**src/rtl/app_softreg_endpoint.sv**
```systemverilog
// ----------------------------------------------------------------------------
// app_softreg_endpoint
//
// App-side end of the virtualized SoftReg channel. It takes at most one
// request per cycle from the per-app demux and returns one response for every
// read. There is no backpressure, so reads never stall and are never dropped.
// The block also holds the start/run/done control FSM, the host-writable
// config registers and the app-driven status registers.
//
// Word index decode: idx = addr[ADDR_LSB +: IDX_BITS]
//   0                          CTRL   (W: bit0 start, bit1 clear; R: STATUS)
//   1                          STATUS (RO: [1:0] state, [63:32] run_cycles)
//   2 .. 2+NUM_CFG_REGS-1      CFG    (RW)
//   next NUM_STAT_REGS         STAT   (RO, sampled in the request cycle)
//   anything else              reads BAD_RD_VAL, writes ignored
//
// Ports
//   clk           clock
//   rst           synchronous, active-high reset
//   softreg_req   valid/is_write/addr/data from the SoftReg demux
//   softreg_resp  valid/data toward the app's response FIFO
//   cfg_regs      flattened config registers, reg k at [64k +: 64]
//   stat_regs     flattened status inputs, reg k at [64k +: 64]
//   app_start     one-cycle pulse on entry to RUN
//   app_busy      high while the FSM is in RUN
//   app_done      completion pulse or level, only looked at in RUN
//
// Build option
//   SOFTREG_EP_RESP_PIPE_EN  adds a second response register stage; read
//                            latency becomes 2 cycles, still one response per
//                            read and in order. Undefined: latency 1.
// ----------------------------------------------------------------------------

package app_softreg_pkg;

    typedef struct packed {
        logic        valid;
        logic        is_write;
        logic [31:0] addr;
        logic [63:0] data;
    } softreg_req_t;

    typedef struct packed {
        logic        valid;
        logic [63:0] data;
    } softreg_resp_t;

    typedef enum logic [1:0] {
        ST_IDLE = 2'd0,
        ST_RUN  = 2'd1,
        ST_DONE = 2'd2
    } ep_state_e;

endpackage

module app_softreg_endpoint
    import app_softreg_pkg::*;
#(
    parameter int          NUM_CFG_REGS  = 4,
    parameter int          NUM_STAT_REGS = 4,
    parameter int          ADDR_LSB      = 3,
    parameter int          IDX_BITS      = 8,
    parameter logic [63:0] CFG_RST_VAL   = 64'h0,
    parameter logic [63:0] BAD_RD_VAL    = 64'hDEAD_BEEF_DEAD_BEEF
) (
    input  logic                       clk,
    input  logic                       rst,
    input  softreg_req_t               softreg_req,
    output softreg_resp_t              softreg_resp,
    output logic [64*NUM_CFG_REGS-1:0] cfg_regs,
    input  logic [64*NUM_STAT_REGS-1:0] stat_regs,
    output logic                       app_start,
    output logic                       app_busy,
    input  logic                       app_done
);

    localparam int CFG_BASE  = 2;
    localparam int STAT_BASE = CFG_BASE + NUM_CFG_REGS;

    // ------------------------------------------------------------------
    // Request decode
    // ------------------------------------------------------------------
    logic [31:0] idx;
    logic        wr_en;
    logic        rd_en;
    logic        start_req;
    logic        clear_req;
    logic        unused_addr;

    assign idx       = 32'(softreg_req.addr[ADDR_LSB +: IDX_BITS]);
    assign wr_en     = softreg_req.valid &&  softreg_req.is_write;
    assign rd_en     = softreg_req.valid && !softreg_req.is_write;
    assign start_req = wr_en && (idx == 32'd0) && softreg_req.data[0];
    assign clear_req = wr_en && (idx == 32'd0) && softreg_req.data[1];
    // Byte-offset bits and bits above the decoded index do not take part in
    // the decode; addresses alias every 2^IDX_BITS words.
    assign unused_addr = ^softreg_req.addr;

    // ------------------------------------------------------------------
    // State
    // ------------------------------------------------------------------
    ep_state_e     state_q, state_d;
    logic [31:0]   run_cycles_q, run_cycles_d;
    logic          app_start_q, app_start_d;
    logic [63:0]   cfg_q [NUM_CFG_REGS];
    logic [63:0]   cfg_d [NUM_CFG_REGS];
    softreg_resp_t resp_q, resp_d;
    softreg_resp_t resp_out;
    logic [63:0]   status_word;
    logic [63:0]   rd_data;

    assign status_word = {run_cycles_q, 30'd0, state_q};

    // FSM: state register
    always_ff @(posedge clk) begin
        // NOTE: sequential state uses non-blocking assignments so every flop
        // samples the pre-edge values regardless of process ordering.
        if (rst) state_q <= ST_IDLE;
        else     state_q <= state_d;
    end

    // FSM: next state. Start wins over clear; start is ignored in RUN, and
    // app_done in RUN takes precedence over a concurrent start.
    always_comb begin
        // NOTE: every combinational output gets a default first so no path
        // leaves it unassigned and a latch is never inferred.
        state_d = state_q;
        unique case (state_q)
            ST_IDLE: if (start_req) state_d = ST_RUN;
            ST_RUN:  if (app_done)  state_d = ST_DONE;
            ST_DONE: begin
                if (start_req)      state_d = ST_RUN;
                else if (clear_req) state_d = ST_IDLE;
            end
            default: state_d = ST_IDLE;
        endcase
    end

    // FSM: outputs
    always_comb begin
        app_busy    = (state_q == ST_RUN);
        app_start_d = (state_q != ST_RUN) && (state_d == ST_RUN);
    end

    assign app_start = app_start_q;

    // run_cycles counts every cycle spent in RUN, including the one in which
    // app_done is seen, and then holds until the next RUN entry.
    always_comb begin
        run_cycles_d = run_cycles_q;
        if (app_start_d)
            run_cycles_d = 32'd0;
        else if (state_q == ST_RUN && run_cycles_q != 32'hFFFF_FFFF)
            run_cycles_d = run_cycles_q + 32'd1;
    end

    // Config register writes
    always_comb begin
        cfg_d = cfg_q;
        for (int k = 0; k < NUM_CFG_REGS; k++) begin
            if (wr_en && idx == 32'(CFG_BASE + k)) cfg_d[k] = softreg_req.data;
        end
    end

    // Read mux: everything is sampled in the request cycle
    always_comb begin
        rd_data = BAD_RD_VAL;
        if (idx == 32'd0 || idx == 32'd1) rd_data = status_word;
        for (int k = 0; k < NUM_CFG_REGS; k++) begin
            if (idx == 32'(CFG_BASE + k)) rd_data = cfg_q[k];
        end
        for (int k = 0; k < NUM_STAT_REGS; k++) begin
            if (idx == 32'(STAT_BASE + k)) rd_data = stat_regs[64*k +: 64];
        end
    end

    always_comb begin
        resp_d.valid = rd_en;
        resp_d.data  = rd_en ? rd_data : 64'd0;
    end

    always_ff @(posedge clk) begin
        if (rst) begin
            run_cycles_q <= 32'd0;
            app_start_q  <= 1'b0;
            resp_q       <= '0;
            // NOTE: the config array is a handful of architectural registers
            // with a defined reset value, so it is reset like any other flop
            // rather than treated as uninitialised storage.
            for (int k = 0; k < NUM_CFG_REGS; k++) cfg_q[k] <= CFG_RST_VAL;
        end else begin
            run_cycles_q <= run_cycles_d;
            app_start_q  <= app_start_d;
            resp_q       <= resp_d;
            cfg_q        <= cfg_d;
        end
    end

`ifdef SOFTREG_EP_RESP_PIPE_EN
    softreg_resp_t resp_pipe_q, resp_pipe_d;

    assign resp_pipe_d = resp_q;

    always_ff @(posedge clk) begin
        if (rst) resp_pipe_q <= '0;
        else     resp_pipe_q <= resp_pipe_d;
    end

    assign resp_out = resp_pipe_q;
`else
    assign resp_out = resp_q;
`endif

    // A response already sitting in the output stage when rst rises must not
    // escape during the reset cycle, so the output is masked by rst directly.
    always_comb begin
        softreg_resp = '0;
        if (!rst) softreg_resp = resp_out;
    end

    for (genvar g = 0; g < NUM_CFG_REGS; g++) begin : g_cfg_out
        assign cfg_regs[64*g +: 64] = cfg_q[g];
    end

endmodule
```
**config.mk**
```make
export PLATFORM = sky130hd
export DESIGN_NAME = app_softreg_endpoint
export DESIGN_NICKNAME = d
export VERILOG_FILES = /design/src/rtl/app_softreg_endpoint.sv
export SDC_FILE = /design/constraint.sdc
export NUM_CORES = 1
export LEC_CHECK = 0
export ABC_CLOCK_PERIOD_IN_PS = 2300
export CAP_MARGIN = 20
export CORE_AREA = 2 2 268 270
export CTS_CLUSTER_SIZE = 14
export DETAILED_ROUTE_END_ITERATION = 10
export DIE_AREA = 0 0 270 272
export GPL_TIMING_DRIVEN = 0
export SLEW_MARGIN = 20
export SYNTH_ARGS = -nofsm -noshare
export SYNTH_HDL_FRONTEND = slang
export SYNTH_SLANG_ARGS = --single-unit
```
**constraint.sdc**
```tcl
create_clock -name clk -period 2.3 [get_ports clk]
set_input_delay 0.46 -clock clk [delete_from_list [all_inputs] [get_ports clk]]
set_output_delay 0.46 -clock clk [all_outputs]
set_load 0.005 [all_outputs]
```
Word level (Yosys, flattened, before mapping)
Index checks and enable logic that the tools add are counted.
- add/subtract/negate cells: 1
- reductions and logical operators: 17
- equality and inequality tests: 14
- bitwise gates (word level): 1
- multiplexer cells: 15
- operators with widths (kind ; count):
    $mux 64 ; 9
    $mux 65 ; 1
    $add 32x1->32 const B ; 1
    $eq 8x3->1 const B ; 4
    $logic_not 32->1 ; 1
    $ne 32x32->1 const B ; 1
    $eq 8x2->1 const B ; 2
    $eq 8x4->1 const B ; 2
    $logic_and 1x1->1 ; 11
    $eq 8x1->1 const B ; 1
    $mux 2 ; 4
    $pmux 2 s3 ; 1
    $eq 2x1->1 const B ; 2
    $reduce_or 2->1 ; 2
    $eq 2x2->1 const B ; 1
    $logic_not 2->1 ; 1
    $ne 2x1->1 const B ; 1
    $logic_not 1->1 ; 1
    $logic_or 1x1->1 ; 1
    $not 1->1 ; 1
- output and inout bits: 323
- register bits: 356
- word-level logic and storage cells: 57
- bits of input ports: 357

Longest topological paths before layout
- word-level depth: 11
- gate-level depth with buffers: 9
- gate-level depth less buffers: 6

Worst setup path before layout
OpenSTA, ideal clock, no wires.
- path kind: input -> register
- start: input softreg_req[72] in the netlist's numbering
- end: register resp_q (netlist bit resp_out[1])
- setup time: 130 ps
- setup slack: 139 ps
- buffers on the path: 2
- required time: 2170 ps
- arrival time: 2030 ps
- stages: 7
- cell sequence: or4_1 -> clkbuf_1 -> nor2_1 -> nand3_1 -> clkbuf_1 -> o221ai_1 -> o22ai_1
- word-level cells in the longest chain between the ends: 11
- elaborated cells on any way between the ends: 20
- those cells by class: eq/ne (9); mux (9); reduce/logical (2)
- ends and longest elaborated chain (item ; RTL line ; text):
    start, declared ; 68 ; input softreg_req_t softreg_req,
    $logic_not 32->1 / $eq 8x1->1 (equally long branches) ; 168 ; if (idx == 32'd0 || idx == 32'd1) rd_data = status_word;
    $logic_or 1x1->1 ; 168 ;
    $mux 64 ; 168 ;
    $mux 64 (4 in series) ; 170 ; if (idx == 32'(CFG_BASE + k)) rd_data = cfg_q[k];
    $mux 64 (3 in series) ; 173 ; if (idx == 32'(STAT_BASE + k)) rd_data = stat_regs[64*k +: 64];
    $mux 64 * ; 173 ;
    end signal, assigned ; 194 ; resp_q <= resp_d;
    end, declared ; 107 ; softreg_resp_t resp_q, resp_d;
Mark *: on every way between the ends. The rest lies on a longest branch, timed or not.
A chain may end at the register's enable or synchronous reset.

Worst setup path in the final report
- start: input softreg_req[68] in the netlist's numbering
- end: register resp_q (netlist bit resp_out[17])
- word-level cells in the longest chain between the ends: 9
- elaborated cells on any way between the ends: 16
- those cells by class: eq/ne (8); mux (8)
- ends and longest elaborated chain (item ; RTL line):
    $eq 8x2->1 ; 170
    $mux 64 (4 in series) ; 170
    $mux 64 (3 in series) ; 173
    $mux 64 * ; 173
Marks and branches as above.

==> results_dict.tcl <==
set metrics [dict create \
    global_route_met3_usage_pct 8.29 \
    worst_slew_pin_slew_ns 0.996 \
    met1_routing_resource_usage_after_global_routing_pct 38.9 \
    synth_cell_types 66 \
    min-delay-path-class "in -> reg" \
    grt_first_pass_wirelength_um 161000 \
    die_h_um 272 \
    cts_tree "built" \
    final_net_count 3317 \
    synth.cell_area_mm2 0.0170 \
    grt_max_degree 20 \
    cts.clk_slew.worst_paths_ns 0.06 \
    slew_viol_final 0 \
    detailedPlacementHpwl_um 91400 \
    worst_clock_skew_ns 0.0231 \
    run_status "finished with violations" \
    synthToLayoutAreaGrowth_pct 60.7 \
    post_dp_cell_area_mm2 0.0248 \
    core_area_mm2 0.0708 \
    worst_slack_ns -0.00638 \
    synth_enable_flop_cells 0 \
    ctsHoldBuffers 0 \
    clock-sinks 356 \
    drt-initial-drc-count 2033 \
    ff2ff_setup_slack_ns 0.08 \
    yosys_warnings 0 \
    post-place-ws_ns -2.45 \
    worst_path_largest_cell_delay_ns 0.71 \
    intPower_mw 11.2 \
    total_power_mw 15.2 \
    grt_use_total_pct 31.0 \
    timing_hold_violations_final 0 \
    worstHoldStart "stat_regs[212]" \
    min_delay_worst_endpoint "resp_out[20]" \
    detail_route.first_pass.iterations 6 \
    vias 21000 \
    gpl.final_weighted_congestion 0.965 \
    reg2reg_to "run_cycles_q[18]" \
    drt-wirelength-per-cell_um 30.1 \
    worst-path-max-fanout 10 \
    post_drt_via_cell_ratio 5.32 \
    cap_violations 0 \
    violations "setup timing" \
    postSynthAreaPerCell_um2 7.65 \
    ys_async_sr_fraction_pct 0 \
    drtAntennaViolNets 0 \
    cp-end-kind "register" \
    power_frac_comb_pct 11.7 \
    pwr-share-seq_pct 41.0 \
    postRouteWirelength_um 119000 \
    buffer_ports.inserted 652 \
    synth_top_flop_cell "sky130_fd_sc_hd__dfxtp_1" \
    ys_seq_elements 356 \
    floorplan.rows 98 \
    clock_power_share_pct 47.3 \
    worst-r2r-cell-count 5 \
    setup_viol 1 \
    timing_worst_setup_path_type "in -> reg" \
    grt_antenna_before_repair 22 \
    crit_required_ns 2.74 \
    ctsLongestPathBuffers 3 \
    die_area_mm2 0.0734 \
    switching_share_pct 26.3 \
    layout.cell_area.non_filler_mm2 0.0274 \
    floorplan.die.width_um 270 \
    crit_path_start_kind "input pin" \
    fmaxAchievable_ghz 0.434 \
    syn_inst_count 2227 \
    final.period_utilization_pct 100 \
    start_util_pct 24.1 \
    synthesis.nets 2585 \
    dp_cells 3834 \
    gr-total-overflow 0 \
    min_delay_path_depth 3 \
    layout_min_cycle_time_ns 2.31 \
    drive_above_1_share_pct 11.2 \
    post-route-drc-count 0 \
    ioPinCount 680 \
    leakage_nw 9.41 \
    hold-worst-slack_ns 0.427 \
    cellPowerDensity_mw_per_mm2 554 \
    synth_sequential_area_ratio_pct 41.9 \
    post_layout_nonfiller_instances 3952 \
    power.net_switching_mw 3.98 \
    worst_skew_pair.late_latency_ns 0.59 \
    grt_setup_unrepaired "true" \
    ir_drop_mv 0.363 \
    number_of_buffers_created_by_cts 44 \
    clock_tree.htree_level_count 2 \
    ctsRootBufferMaster "sky130_fd_sc_hd__clkbuf_16" \
    via_count_of_the_first_global_routing_pass 19800 \
    worstReg2RegStart "run_cycles_q[5]" \
    globalRoute.busiestLayer "met2" \
    cp_cell_sequence "clkdlybuf4s50_1 -> or2_2 -> nor3_2 -> clkbuf_4 -> a222oi_1 -> a21oi_1" \
    worst_path_max_delay_cell "sky130_fd_sc_hd__a222oi_1" \
    slew-limit-headroom_pct 33.6 \
    critical_path_arrival_ns 2.75 \
    met2_usage_pct 50.0 \
]
## what timing repair did
item                                    in CTS  in global routing
pin swaps                                   20                  7
setup buffers                               30                  8
resized for setup                          225                 43
endpoints found under the setup margin     422                220
gates cloned                                 1                  1
## cell type report
cell class	count	area, µm²
diodes	11	27.5
plain buffers	175	1100
clock buffers	64	1270
clock inverters	14	175
fillers	7398	43400
inverters	13	48.8
multi-input cells	1672	9460
flip-flops and latches	356	7140
well taps	950	1190
repair buffers	697	6970
## state kept, by name (all words and copies together) (netlist names)
signal / count
state_q: 2
cfg_regs: 256
run_cycles_q: 32
resp_out: 65
app_start: 1
## routing by layer
layer  vias to the layer above  part of all wire, %
li1                       9302                    -
met1                     10200                   40
met2                      1226                   45
met3                       283                  9.5
met4                        22                  4.8
met5                         -                 0.13
## worst max-delay path: cells and delay by family
| family | cells | cell delay [ns] |
|---|---|---|
| AO/OA/AOI/OAI | 2 | 0.84 |
| buffers and inverters | 2 | 0.81 |
| AND/OR/NAND/NOR | 2 | 0.61 |
## how the worst max path moves through the flow
| stage | startpoint | endpoint | slack, ns | cells after the start |
|---|---|---|---|---|
| final | softreg_req[68] | resp_out[17] | -0.006 | 6 |
| after CTS | softreg_req[70] | cfg_regs[17] | -0.004 | 9 |
| after detailed placement | softreg_req[72] | resp_out[51] | -2.45 | 7 |
| after floorplan | softreg_req[72] | resp_out[1] | 0.14 | 7 |
| after global routing | softreg_req[69] | resp_out[61] | -0.04 | 6 |
| after global placement | softreg_req[72] | resp_out[51] | -2.83 | 7 |
## Yosys cell counts (3+ instances only)
library cell	n	area, µm²
sky130_fd_sc_hd__a211oi_1	6	45.0
sky130_fd_sc_hd__or4_1	7	52.6
sky130_fd_sc_hd__o221ai_1	38	333
sky130_fd_sc_hd__o21ai_0	65	325
sky130_fd_sc_hd__nor3_1	7	35.0
sky130_fd_sc_hd__nand4_1	10	62.6
sky130_fd_sc_hd__xnor2_1	4	35.0
sky130_fd_sc_hd__a21oi_1	387	1940
sky130_fd_sc_hd__o22ai_1	47	294
sky130_fd_sc_hd__a311oi_1	7	61.3
sky130_fd_sc_hd__o21a_1	17	128
sky130_fd_sc_hd__o211ai_1	22	165
sky130_fd_sc_hd__a22oi_1	24	180
sky130_fd_sc_hd__buf_1	13	48.8
sky130_fd_sc_hd__nor4_1	7	43.8
sky130_fd_sc_hd__or3_1	21	131
sky130_fd_sc_hd__clkbuf_1	135	507
sky130_fd_sc_hd__o2111ai_1	3	26.3
sky130_fd_sc_hd__nor3_2	3	30.0
sky130_fd_sc_hd__nor2_2	3	18.8
sky130_fd_sc_hd__a211o_1	14	123
sky130_fd_sc_hd__o2bb2ai_1	7	61.3
sky130_fd_sc_hd__mux2_2	21	236
sky130_fd_sc_hd__and3_1	12	75.1
sky130_fd_sc_hd__mux2i_1	56	561
sky130_fd_sc_hd__xor2_1	6	52.6
sky130_fd_sc_hd__buf_2	35	175
sky130_fd_sc_hd__a31oi_1	3	18.8
sky130_fd_sc_hd__dfxtp_1	356	7130
sky130_fd_sc_hd__nand2_1	555	2080
sky130_fd_sc_hd__o21ai_1	8	40.0
sky130_fd_sc_hd__inv_1	13	48.8
sky130_fd_sc_hd__nor2_1	109	409
sky130_fd_sc_hd__o22a_1	28	245
sky130_fd_sc_hd__nand2b_1	13	81.3
sky130_fd_sc_hd__a22o_1	4	35.0
sky130_fd_sc_hd__nor2b_1	86	538
sky130_fd_sc_hd__nand3_1	18	90.1
sky130_fd_sc_hd__a2bb2oi_1	12	105
sky130_fd_sc_hd__o31ai_1	7	52.6
sky130_fd_sc_hd__a221o_1	3	30.0
sky130_fd_sc_hd__buf_4	3	22.5
## power groups by stage
| stage | registers (mW) | clock network, mW | logic (mW) |
|---|---|---|---|
| global placement | 6.35 | 0 | 1.66 |
| CTS | 6.21 | 7.23 | 1.74 |
| finish | 6.21 | 7.18 | 1.77 |
| detailed placement | 6.35 | 0 | 1.67 |
| global route | 6.22 | 7.43 | 1.83 |
| floorplan | 6.35 | 0 | 0.502 |
## stage by stage
| stage | util, % | setup TNS [ns] |
|---|---|---|
| floorplan | - | 0 |
| global placement | 35.0 | -729.89 |
| detailed placement | 35.1 | -629.47 |
| CTS | 38.4 | -0.0112 |
| global route | 38.7 | -0.114 |
| finish | 38.7 | -0.00638 |
## kinds of logic (layout without fill, tap and decap cells)
| group | after synthesis | after routing | synth area share (%) |
|---|---|---|---|
| AND/OR/NAND/NOR | 867 | 867 | 22.5 |
| adder cells (fa/ha/maj) | 1 | 1 | 0.0735 |
| buffers and inverters | 199 | 963 | 4.71 |
| AO/OA/AOI/OAI | 715 | 715 | 25.4 |
| other | 0 | 11 | 0 |
| multiplexers | 79 | 79 | 4.94 |
| flip-flops | 356 | 356 | 41.9 |
| XOR/XNOR | 10 | 10 | 0.514 |
## placed cells by master, fill, tap and decap left out, drive strengths merged, types with 13 or more instances in the layout
cell type / count
o21ai: 73
nor2: 113
o221ai: 38
nand2b: 13
o211ai: 22
nand2: 556
mux2: 21
o22ai: 47
buf: 103
a22oi: 24
nand3: 18
a21oi: 387
clkdlybuf4s50: 645
mux2i: 56
o22a: 28
dfxtp: 356
o21a: 17
clkbuf: 178
inv: 15
a211o: 14
or3: 21
nor2b: 86
Note: power is estimated with default switching activity, not from simulation.
